### src/rtl/if_stage_pkg.sv
// Shared types and constants for the instruction-fetch stage.
package if_stage_pkg;

   localparam int WORD_W = 16;

   localparam logic [3:0]        DEF_HLT_OP    = 4'hF;
   localparam logic [WORD_W-1:0] DEF_NOP_INSTR = 16'h0000;

   typedef enum logic [1:0] {
      FETCH,
      HOLD,
      DRAIN,
      HALTED
   } fetch_state_t;

   typedef struct packed {
      logic [WORD_W-1:0] instr;
      logic [WORD_W-1:0] pc_plus2;
      logic              valid;
   } if_id_t;

   function automatic logic is_hlt(input logic [WORD_W-1:0] instr, input logic [3:0] op);
      return instr[WORD_W-1 -: 4] == op;
   endfunction

endpackage

### src/rtl/adder_pc.sv
// PC incrementer: modulo-2^WORD_W sum used for the sequential fetch address.
module adder_pc
   import if_stage_pkg::*;
(
   input  logic [WORD_W-1:0] a,
   input  logic [WORD_W-1:0] b,
   output logic [WORD_W-1:0] sum
);

   assign sum = a + b;

endmodule

### src/rtl/if_stage.sv
// Instruction-fetch stage: PC ownership, multi-cycle imem handshake, IF/ID register,
// one-entry hold buffer for stalls, redirect draining and HLT stop.
module if_stage
   import if_stage_pkg::*;
#(
   parameter logic [WORD_W-1:0] RESET_PC  = 16'h0000,
   parameter logic [WORD_W-1:0] NOP_INSTR = DEF_NOP_INSTR,
   parameter logic [3:0]        HLT_OP    = DEF_HLT_OP
) (
   input  logic              clk,
   input  logic              rst_n,
   output logic              imem_req,
   output logic [WORD_W-1:0] imem_addr,
   input  logic [WORD_W-1:0] imem_rdata,
   input  logic              imem_ready,
   input  logic              stall_i,
   input  logic              redirect_i,
   input  logic [WORD_W-1:0] redirect_pc_i,
   output logic [WORD_W-1:0] pc,
   output logic [WORD_W-1:0] if_id_instr,
   output logic [WORD_W-1:0] if_id_pc_plus2,
   output logic              if_id_valid,
   output logic              fetch_halted
);

   fetch_state_t      state_q, state_d;
   logic [WORD_W-1:0] pc_q, pc_d, pc_plus2;
   logic [WORD_W-1:0] hold_q, hold_d;
   logic [WORD_W-1:0] pend_q, pend_d;
   if_id_t            ifid_q, ifid_d;
   logic              halted_q, halted_d;
   logic              accept;
   logic [WORD_W-1:0] accept_instr;

   adder_pc u_adder_pc (
      .a   (pc_q),
      .b   (WORD_W'(2)),
      .sum (pc_plus2)
   );

   always_comb begin
      state_d      = state_q;
      pc_d         = pc_q;
      hold_d       = hold_q;
      pend_d       = pend_q;
      ifid_d       = ifid_q;
      halted_d     = halted_q;
      accept       = 1'b0;
      accept_instr = imem_rdata;

      case (state_q)
         FETCH: begin
            if (redirect_i) begin
               ifid_d = '{instr: NOP_INSTR, pc_plus2: ifid_q.pc_plus2, valid: 1'b0};
               if (imem_ready) begin
                  pc_d = redirect_pc_i;
               end else begin
                  // Outstanding request cannot be cancelled; wait for it to retire.
                  pend_d  = redirect_pc_i;
                  state_d = DRAIN;
               end
            end else if (imem_ready && stall_i) begin
               hold_d  = imem_rdata;
               state_d = HOLD;
            end else if (imem_ready) begin
               accept = 1'b1;
            end else if (!stall_i) begin
               ifid_d = '{instr: NOP_INSTR, pc_plus2: ifid_q.pc_plus2, valid: 1'b0};
            end
         end
         HOLD: begin
            if (redirect_i) begin
               ifid_d  = '{instr: NOP_INSTR, pc_plus2: ifid_q.pc_plus2, valid: 1'b0};
               pc_d    = redirect_pc_i;
               state_d = FETCH;
            end else if (!stall_i) begin
               accept       = 1'b1;
               accept_instr = hold_q;
            end
         end
         DRAIN: begin
            ifid_d = '{instr: NOP_INSTR, pc_plus2: ifid_q.pc_plus2, valid: 1'b0};
            if (redirect_i) pend_d = redirect_pc_i;
            if (imem_ready) begin
               pc_d    = redirect_i ? redirect_pc_i : pend_q;
               state_d = FETCH;
            end
         end
         HALTED: begin
            if (redirect_i) begin
               ifid_d   = '{instr: NOP_INSTR, pc_plus2: ifid_q.pc_plus2, valid: 1'b0};
               pc_d     = redirect_pc_i;
               halted_d = 1'b0;
               state_d  = FETCH;
            end
         end
         default: state_d = FETCH;
      endcase

      if (accept) begin
         ifid_d = '{instr: accept_instr, pc_plus2: pc_plus2, valid: 1'b1};
         if (is_hlt(accept_instr, HLT_OP)) begin
            halted_d = 1'b1;
            state_d  = HALTED;
         end else begin
            pc_d    = pc_plus2;
            state_d = FETCH;
         end
      end
   end

   always_ff @(posedge clk or negedge rst_n) begin
      if (!rst_n) begin
         state_q  <= FETCH;
         pc_q     <= RESET_PC;
         hold_q   <= '0;
         pend_q   <= '0;
         ifid_q   <= '{instr: NOP_INSTR, pc_plus2: '0, valid: 1'b0};
         halted_q <= 1'b0;
      end else begin
         state_q  <= state_d;
         pc_q     <= pc_d;
         hold_q   <= hold_d;
         pend_q   <= pend_d;
         ifid_q   <= ifid_d;
         halted_q <= halted_d;
      end
   end

   // Gated by rst_n so no request is visible while reset is held.
   assign imem_req       = rst_n && (state_q == FETCH || state_q == DRAIN);
   assign imem_addr      = pc_q;
   assign pc             = pc_q;
   assign if_id_instr    = ifid_q.instr;
   assign if_id_pc_plus2 = ifid_q.pc_plus2;
   assign if_id_valid    = ifid_q.valid;
   assign fetch_halted   = halted_q;

endmodule

### config.mk
export PLATFORM = sky130hd
export DESIGN_NAME = if_stage
export DESIGN_NICKNAME = d
export VERILOG_FILES = /design/src/rtl/if_stage_pkg.sv /design/src/rtl/adder_pc.sv /design/src/rtl/if_stage.sv
export SDC_FILE = /design/constraint.sdc
export NUM_CORES = 1
export LEC_CHECK = 0
export CAP_MARGIN = 0
export CORE_ASPECT_RATIO = 2
export CORE_MARGIN = 5
export CORE_UTILIZATION = 36
export DETAILED_ROUTE_END_ITERATION = 10
export PLACE_DENSITY = 0.7
export SYNTH_ARGS = -nofsm -noshare
export SYNTH_HDL_FRONTEND = slang
export SYNTH_SLANG_ARGS = --single-unit
### constraint.sdc
create_clock -name clk -period 2.3 [get_ports clk]
set_input_delay 0.46 -clock clk [delete_from_list [all_inputs] [get_ports clk]]
set_output_delay 0.46 -clock clk [all_outputs]
set_load 0.005 [all_outputs]
==> impl_metrics.tcl, run 1 <==
set metrics [dict create \
    via_count_of_the_first_global_routing_pass 3576 \
    postPlaceCellArea_um2 5410 \
    grt_start_max_net_pins 85 \
    synth_largest_type_area_fraction 0.502 \
    maxSlewHeadroom 0.209 \
    number_of_sinks_driven_by_the_clock_tree 84 \
    wl_per_cell_um 17.4 \
    crit_path_start_kind "input port" \
    layout.nets 547 \
    routed_via_density 5.41 \
    yosys-top-cells-area "sky130_fd_sc_hd__dfrtp_1 (50%), sky130_fd_sc_hd__mux2_2 (8.6%), sky130_fd_sc_hd__nand2_1 (4.9%)" \
    max_slew.worst_pin.slew_ns 1.18 \
    p_leak_nw 2.39 \
    ys_ff_latch 84 \
    critical_path_arrival_ns 2.36 \
    syn-cell-area_um2 4190 \
    finalSetupViolCount 0 \
    grt_setup_unrepaired "no" \
    final.setup.worst_slack_ns 0.133 \
    globalRouteMet3Util 0.0299 \
    synthCells 407 \
    drt_first_iter_violations 171 \
    crit_fanout 8 \
    synth.largest_area_cell "sky130_fd_sc_hd__dfrtp_1" \
    fin_skew_ns 0.00830 \
    critical_path.cell_chain "clkdlybuf4s50_1 > or4b_4 > mux2i_4 > or2_2 > o211ai_1 > o311ai_1" \
    remaining_drc_errors 0 \
    design.die.area_um2 14000 \
    place.gp.congestion 0.893 \
    port_buffers 103 \
    grt_use_met1 0.182 \
    via_count 3551 \
    layout_min_cycle_time_ns 2.17 \
    pre_cts_slack_ns -0.306 \
    worst_skew_pair.late_latency_ns 0.33 \
    cts-root-buf "sky130_fd_sc_hd__clkbuf_16" \
    report.power.total_mw 5.19 \
    syn_to_final_growth_pct 35.8 \
    rows 55 \
    grt_overflow 0 \
    die_width_um 86.3 \
    gr-usage-met2 0.296 \
    grt_pass1_wl_um 18300 \
    global_routing_usage_summed_across_all_routing_layers 0.167 \
    cap_violations 0 \
    route.antenna.remaining_nets 0 \
    floorplan.die.height_um 163 \
    synth_top_cells_by_count "sky130_fd_sc_hd__dfrtp_1 (84), sky130_fd_sc_hd__nand2_1 (55), sky130_fd_sc_hd__o21ai_0 (35)" \
    hold_ws_ns 0.382 \
    htree_num_levels 3 \
    path_buf_inv 1 \
    initial_utilization 0.369 \
    timing.critical_path.max_delay_family "simple AND/OR/NAND/NOR gates" \
    antenna_cells_inserted 0 \
    min-delay-path-class "input port to async pin" \
    yosys_most_used_dff "sky130_fd_sc_hd__dfrtp_1" \
    synth.avg_cell_area_um2 10.3 \
    postCtsSetupRepairBufs 0 \
    ys_async_sr_fraction 1.00 \
    pin_count 104 \
    yosysWarnings 0 \
    synth_edf_count 0 \
    synth.distinct_cells 54 \
    fmaxAchievable_ghz 0.461 \
    run_status "completed" \
    crit_required_ns 2.50 \
    report.final.slew_viol_count 0 \
    totalWireLength_um 11400 \
    synth-seq-area-share 0.502 \
    critical_path.slowest_cell "sky130_fd_sc_hd__or4b_4" \
    hpwl_um 8890 \
    cp_slowest_stage_delay_ns 0.55 \
    power.density_nw_per_um2 911 \
    mappedNetlistNets 445 \
    cp-end-kind "register" \
    layout-drive-gt1-share 0.161 \
    synth.most_common_cell "sky130_fd_sc_hd__dfrtp_1" \
    finalCritPeriodShare 0.942 \
    cts.reportedPaths.clkPinSlew_ns 0.06 \
    numCtsBuffers 9 \
    max-vdd-ir-drop_mv 0.464 \
    globalRoute.busiestLayer "met2" \
    cts_tree "built" \
    drt_pre_antenna_iters 4 \
    criticalPathCategory "input port to register" \
    number_of_antenna_violations_at_the_first_check_in_global_routing 0 \
    layout.cell_area.non_filler_um2 5690 \
    core-area_um2 11400 \
    maximum_buffer_depth_of_the_clock_tree 2 \
    final-hold-violation-count 0 \
]
-- cell usage in the layout (no fill, tap or decap), types with 3 or more instances in the layout --
cell | synthesis | layout
sky130_fd_sc_hd__nor2b_1 | 9 | 9
sky130_fd_sc_hd__xnor2_1 | 7 | 7
sky130_fd_sc_hd__nor2_1 | 12 | 12
sky130_fd_sc_hd__a31oi_1 | 3 | 3
sky130_fd_sc_hd__a211oi_1 | 5 | 5
sky130_fd_sc_hd__mux2i_1 | 15 | 15
sky130_fd_sc_hd__a21oi_1 | 17 | 17
sky130_fd_sc_hd__buf_4 | 17 | 26
sky130_fd_sc_hd__xor2_1 | 6 | 6
sky130_fd_sc_hd__o21ai_0 | 35 | 35
sky130_fd_sc_hd__clkdlybuf4s50_1 | 0 | 102
sky130_fd_sc_hd__nor3_1 | 7 | 7
sky130_fd_sc_hd__or3_1 | 3 | 3
sky130_fd_sc_hd__nand3_1 | 5 | 5
sky130_fd_sc_hd__inv_1 | 4 | 4
sky130_fd_sc_hd__nand4_1 | 6 | 6
sky130_fd_sc_hd__dfrtp_1 | 84 | 84
sky130_fd_sc_hd__o22ai_1 | 22 | 22
sky130_fd_sc_hd__mux2_2 | 32 | 32
sky130_fd_sc_hd__clkbuf_16 | 0 | 9
sky130_fd_sc_hd__nand2_1 | 55 | 55
sky130_fd_sc_hd__a222oi_1 | 3 | 3
-- worst register-to-register path, delay by kind of cell, from the launching register on --
kind            cells  cell delay (ns)
mux                 1             0.22
compound gates      2             0.32
flops               1             0.39
simple gates        2             0.95
-- registers in the layout (all words and copies together) (netlist names) --
register	cells
pend_q	16
fetch_halted	1
hold_q	16
imem_addr	16
if_id_valid	1
if_id_instr	16
if_id_pc_plus2	16
state_q	2
-- per-layer routing --
metal  vias up  wire [um]
li1       1676          -
met1      1708       4180
met2       134       6060
met3        33        677
met4         0        536
met5         -          0
-- final timing paths --
path                           startpoint            endpoint  slack, ns  depth (start not counted)
setup / recovery                  stall_i       imem_addr[11]       0.13                          6
hold / removal                      rst_n        fetch_halted       0.38                          2
setup reg to reg               state_q[1]       imem_addr[11]       0.28                          5
hold reg to reg            if_id_instr[8]      if_id_instr[8]       0.48                          2
max in group asynchronous           rst_n  if_id_pc_plus2[14]       1.22                          2
min in group clk           if_id_instr[8]      if_id_instr[8]       0.48                          2
-- cell families (layout without fill, tap and decap cells) --
family	after synthesis	after routing	share of synthesized area
AOI/OAI and AO/OA	104	104	0.155
muxes	48	48	0.127
DFF	84	84	0.502
buffers and inverters	43	150	0.0558
and+or+nand+nor	114	114	0.130
xor gates and xnor gates	13	13	0.0272
adders and majority gates	1	1	0.00299
-- stage by stage --
step,utilization,std cells,TNS [ns]
2_1_floorplan,-,407,0
3_3_place_gp,0.476,640,-2.99
3_5_place_dp,0.476,640,-4.29
4_1_cts,0.501,656,0
5_1_grt,0.501,656,0
6_report,0.501,656,0
-- layout make-up --
class,instances,area (um^2)
tap,142,178
multi-input combinational,280,1860
inverter,4,15.0
clock inverter,5,37.5
timing repair buffer,130,1260
sequential,84,2100
clock buffer,11,243
fill,1032,5670
-- repair_timing --
action | 4_1_cts | 5_1_grt
setup endpoints to repair | 0 | 1
gates resized for setup | 0 | 2
hold buffers | 0 | 0
-- power by group --
group | switching [mW] | leakage (nW) | internal, mW
registers | 0.353 | 1.04 | 1.85
logic | 0.654 | 1.21 | 0.994
clock network | 0.567 | 0.132 | 0.762
No activity file was read; power rests on OpenSTA's default activity.
==> run 2, diff against run 1 <==
--- a/config.mk
+++ b/config.mk
@@ -7,7 +7,7 @@
 export LEC_CHECK = 0
 export CAP_MARGIN = 0
 export CORE_ASPECT_RATIO = 2
-export CORE_MARGIN = 5
+export CORE_MARGIN = 1
 export CORE_UTILIZATION = 36
 export DETAILED_ROUTE_END_ITERATION = 10
 export PLACE_DENSITY = 0.7
==> impl_metrics.tcl, run 2 (synthesis results as in run 1) <==
set metrics [dict create \
    run_status "completed" \
    cts-root-buf "sky130_fd_sc_hd__clkbuf_16" \
    critical_path_arrival_ns 2.45 \
    fill_cells 1049 \
    layout_min_cycle_time_ns 2.22 \
    remaining_drc_errors 0 \
    report.final.slew_viol_count 0 \
    number_of_antenna_violations_at_the_first_check_in_global_routing 0 \
    die_width_um 78.3 \
    route.antenna.remaining_nets 0 \
    cap_violations 0 \
    syn_to_final_growth_pct 35.5 \
    number_of_sinks_driven_by_the_clock_tree 84 \
    max-vdd-ir-drop_mv 0.467 \
    hold_ws_ns 0.403 \
    postCtsSetupRepairBufs 0 \
    crit-reg2reg-launch "state_q[1]" \
    drt_pre_antenna_iters 4 \
    grt_overflow 0 \
    p_leak_nw 2.39 \
    criticalPathCategory "input port to register" \
    tns_ns 0 \
    crit_fanout 8 \
    power.density_nw_per_um2 905 \
    max_slew.worst_pin.slew_ns 1.20 \
    port_buffers 103 \
    cp-end-kind "register" \
    final_cells 656 \
    worst_skew_pair.late_latency_ns 0.33 \
    via_count_of_the_first_global_routing_pass 3531 \
    worstSetupStartpoint "stall_i" \
    critical_path.slowest_cell "sky130_fd_sc_hd__or4b_4" \
    maxSlewHeadroom 0.195 \
    drt_first_iter_violations 121 \
    cts.reportedPaths.clkPinSlew_ns 0.06 \
    grt_pass1_wl_um 17500 \
    finalSetupViolCount 0 \
    floorplan.die.height_um 155 \
    wl_per_cell_um 16.8 \
    finish.utilization 0.500 \
    postPlaceCellArea_um2 5400 \
    antenna_cells_inserted 0 \
    routed_via_density 5.30 \
    cp_slowest_stage_delay_ns 0.55 \
    crit_path_start_kind "input port" \
    design.die.area_um2 12100 \
    critical_path.cell_chain "clkdlybuf4s50_1 > or4b_4 > mux2i_4 > or2_2 > buf_4 > a21boi_0" \
    grt_setup_unrepaired "no" \
    via_count 3479 \
    layout-drive-gt1-share 0.160 \
    finalCritPeriodShare 0.967 \
    min-delay-path-class "input port to async pin" \
    totalWireLength_um 11000 \
    path_buf_inv 2 \
    place.gp.congestion 0.983 \
    maximum_buffer_depth_of_the_clock_tree 2 \
    crit_required_ns 2.53 \
    timing.critical_path.max_delay_family "simple AND/OR/NAND/NOR gates" \
    initial_utilization 0.369 \
    pin_count 104 \
    final-hold-violation-count 0 \
    most-common-layout-cells "sky130_fd_sc_hd__clkdlybuf4s50_1 (102), sky130_fd_sc_hd__dfrtp_1 (84), sky130_fd_sc_hd__nand2_1 (55)" \
    hpwl_um 8480 \
    layout.cell_area.non_filler_um2 5680 \
    layout.nets 548 \
    grt_start_max_net_pins 85 \
    dp_cells 641 \
    rows 55 \
    final_common_cell "sky130_fd_sc_hd__clkdlybuf4s50_1" \
    global_routing_usage_summed_across_all_routing_layers 0.190 \
    numCtsBuffers 9 \
    fin_skew_ns 0.00295 \
    htree_num_levels 3 \
    fmaxAchievable_ghz 0.450 \
    cts_tree "built" \
    core-area_um2 11400 \
]
## run 2: worst paths after layout
check                                       end  slack [ns]  cells after the start
max in group asynchronous             pend_q[5]        1.22                      2
worst max register to register     imem_addr[3]        0.24                      5
min in group clk                if_id_instr[10]        0.47                      2
worst min-delay path                 state_q[0]        0.40                      2
worst min register to register  if_id_instr[10]        0.47                      2
worst max-delay path               imem_addr[3]        0.08                      6
## run 2: what timing repair did
action,4_1_cts,5_1_grt
setup endpoints to repair,0,2
hold buffers,0,0
resized for setup,0,2
## run 2: power breakdown
group          internal (mW)  switching (mW)  total [mW]
Sequential              1.85           0.360        2.21
Combinational          0.982           0.636        1.62
Clock                  0.780           0.526        1.31
Total                   3.62            1.52        5.14
## run 2: metal layers
metal | GRT usage | routed length (um) | up-vias
met4 | 0.117 | 555 | 0
met2 | 0.352 | 5960 | 104
met5 | 0 | 0 | -
li1 | - | - | 1666
met3 | 0.0378 | 496 | 32
met1 | 0.189 | 4000 | 1677
## run 2: final cells by class
cell class,instances,area [um^2],area share
Multi-Input combinational cell,280,1860,0.328
Inverter,4,15.0,0.00264
Clock inverter,2,10.0,0.00176
Sequential cell,84,2100,0.370
Timing Repair Buffer,131,1250,0.220
Tap cell,142,178,0.0313
Clock buffer,13,260,0.0458
## run 2: metrics by stage
stage	worst slack [ns]	total power [mW]
5_1_grt	0.00477	5.43
6_report	0.0765	5.14
4_1_cts	0.0479	5.20
3_3_place_gp	-0.267	3.81
2_1_floorplan	0.0811	2.96
3_5_place_dp	-0.289	3.87
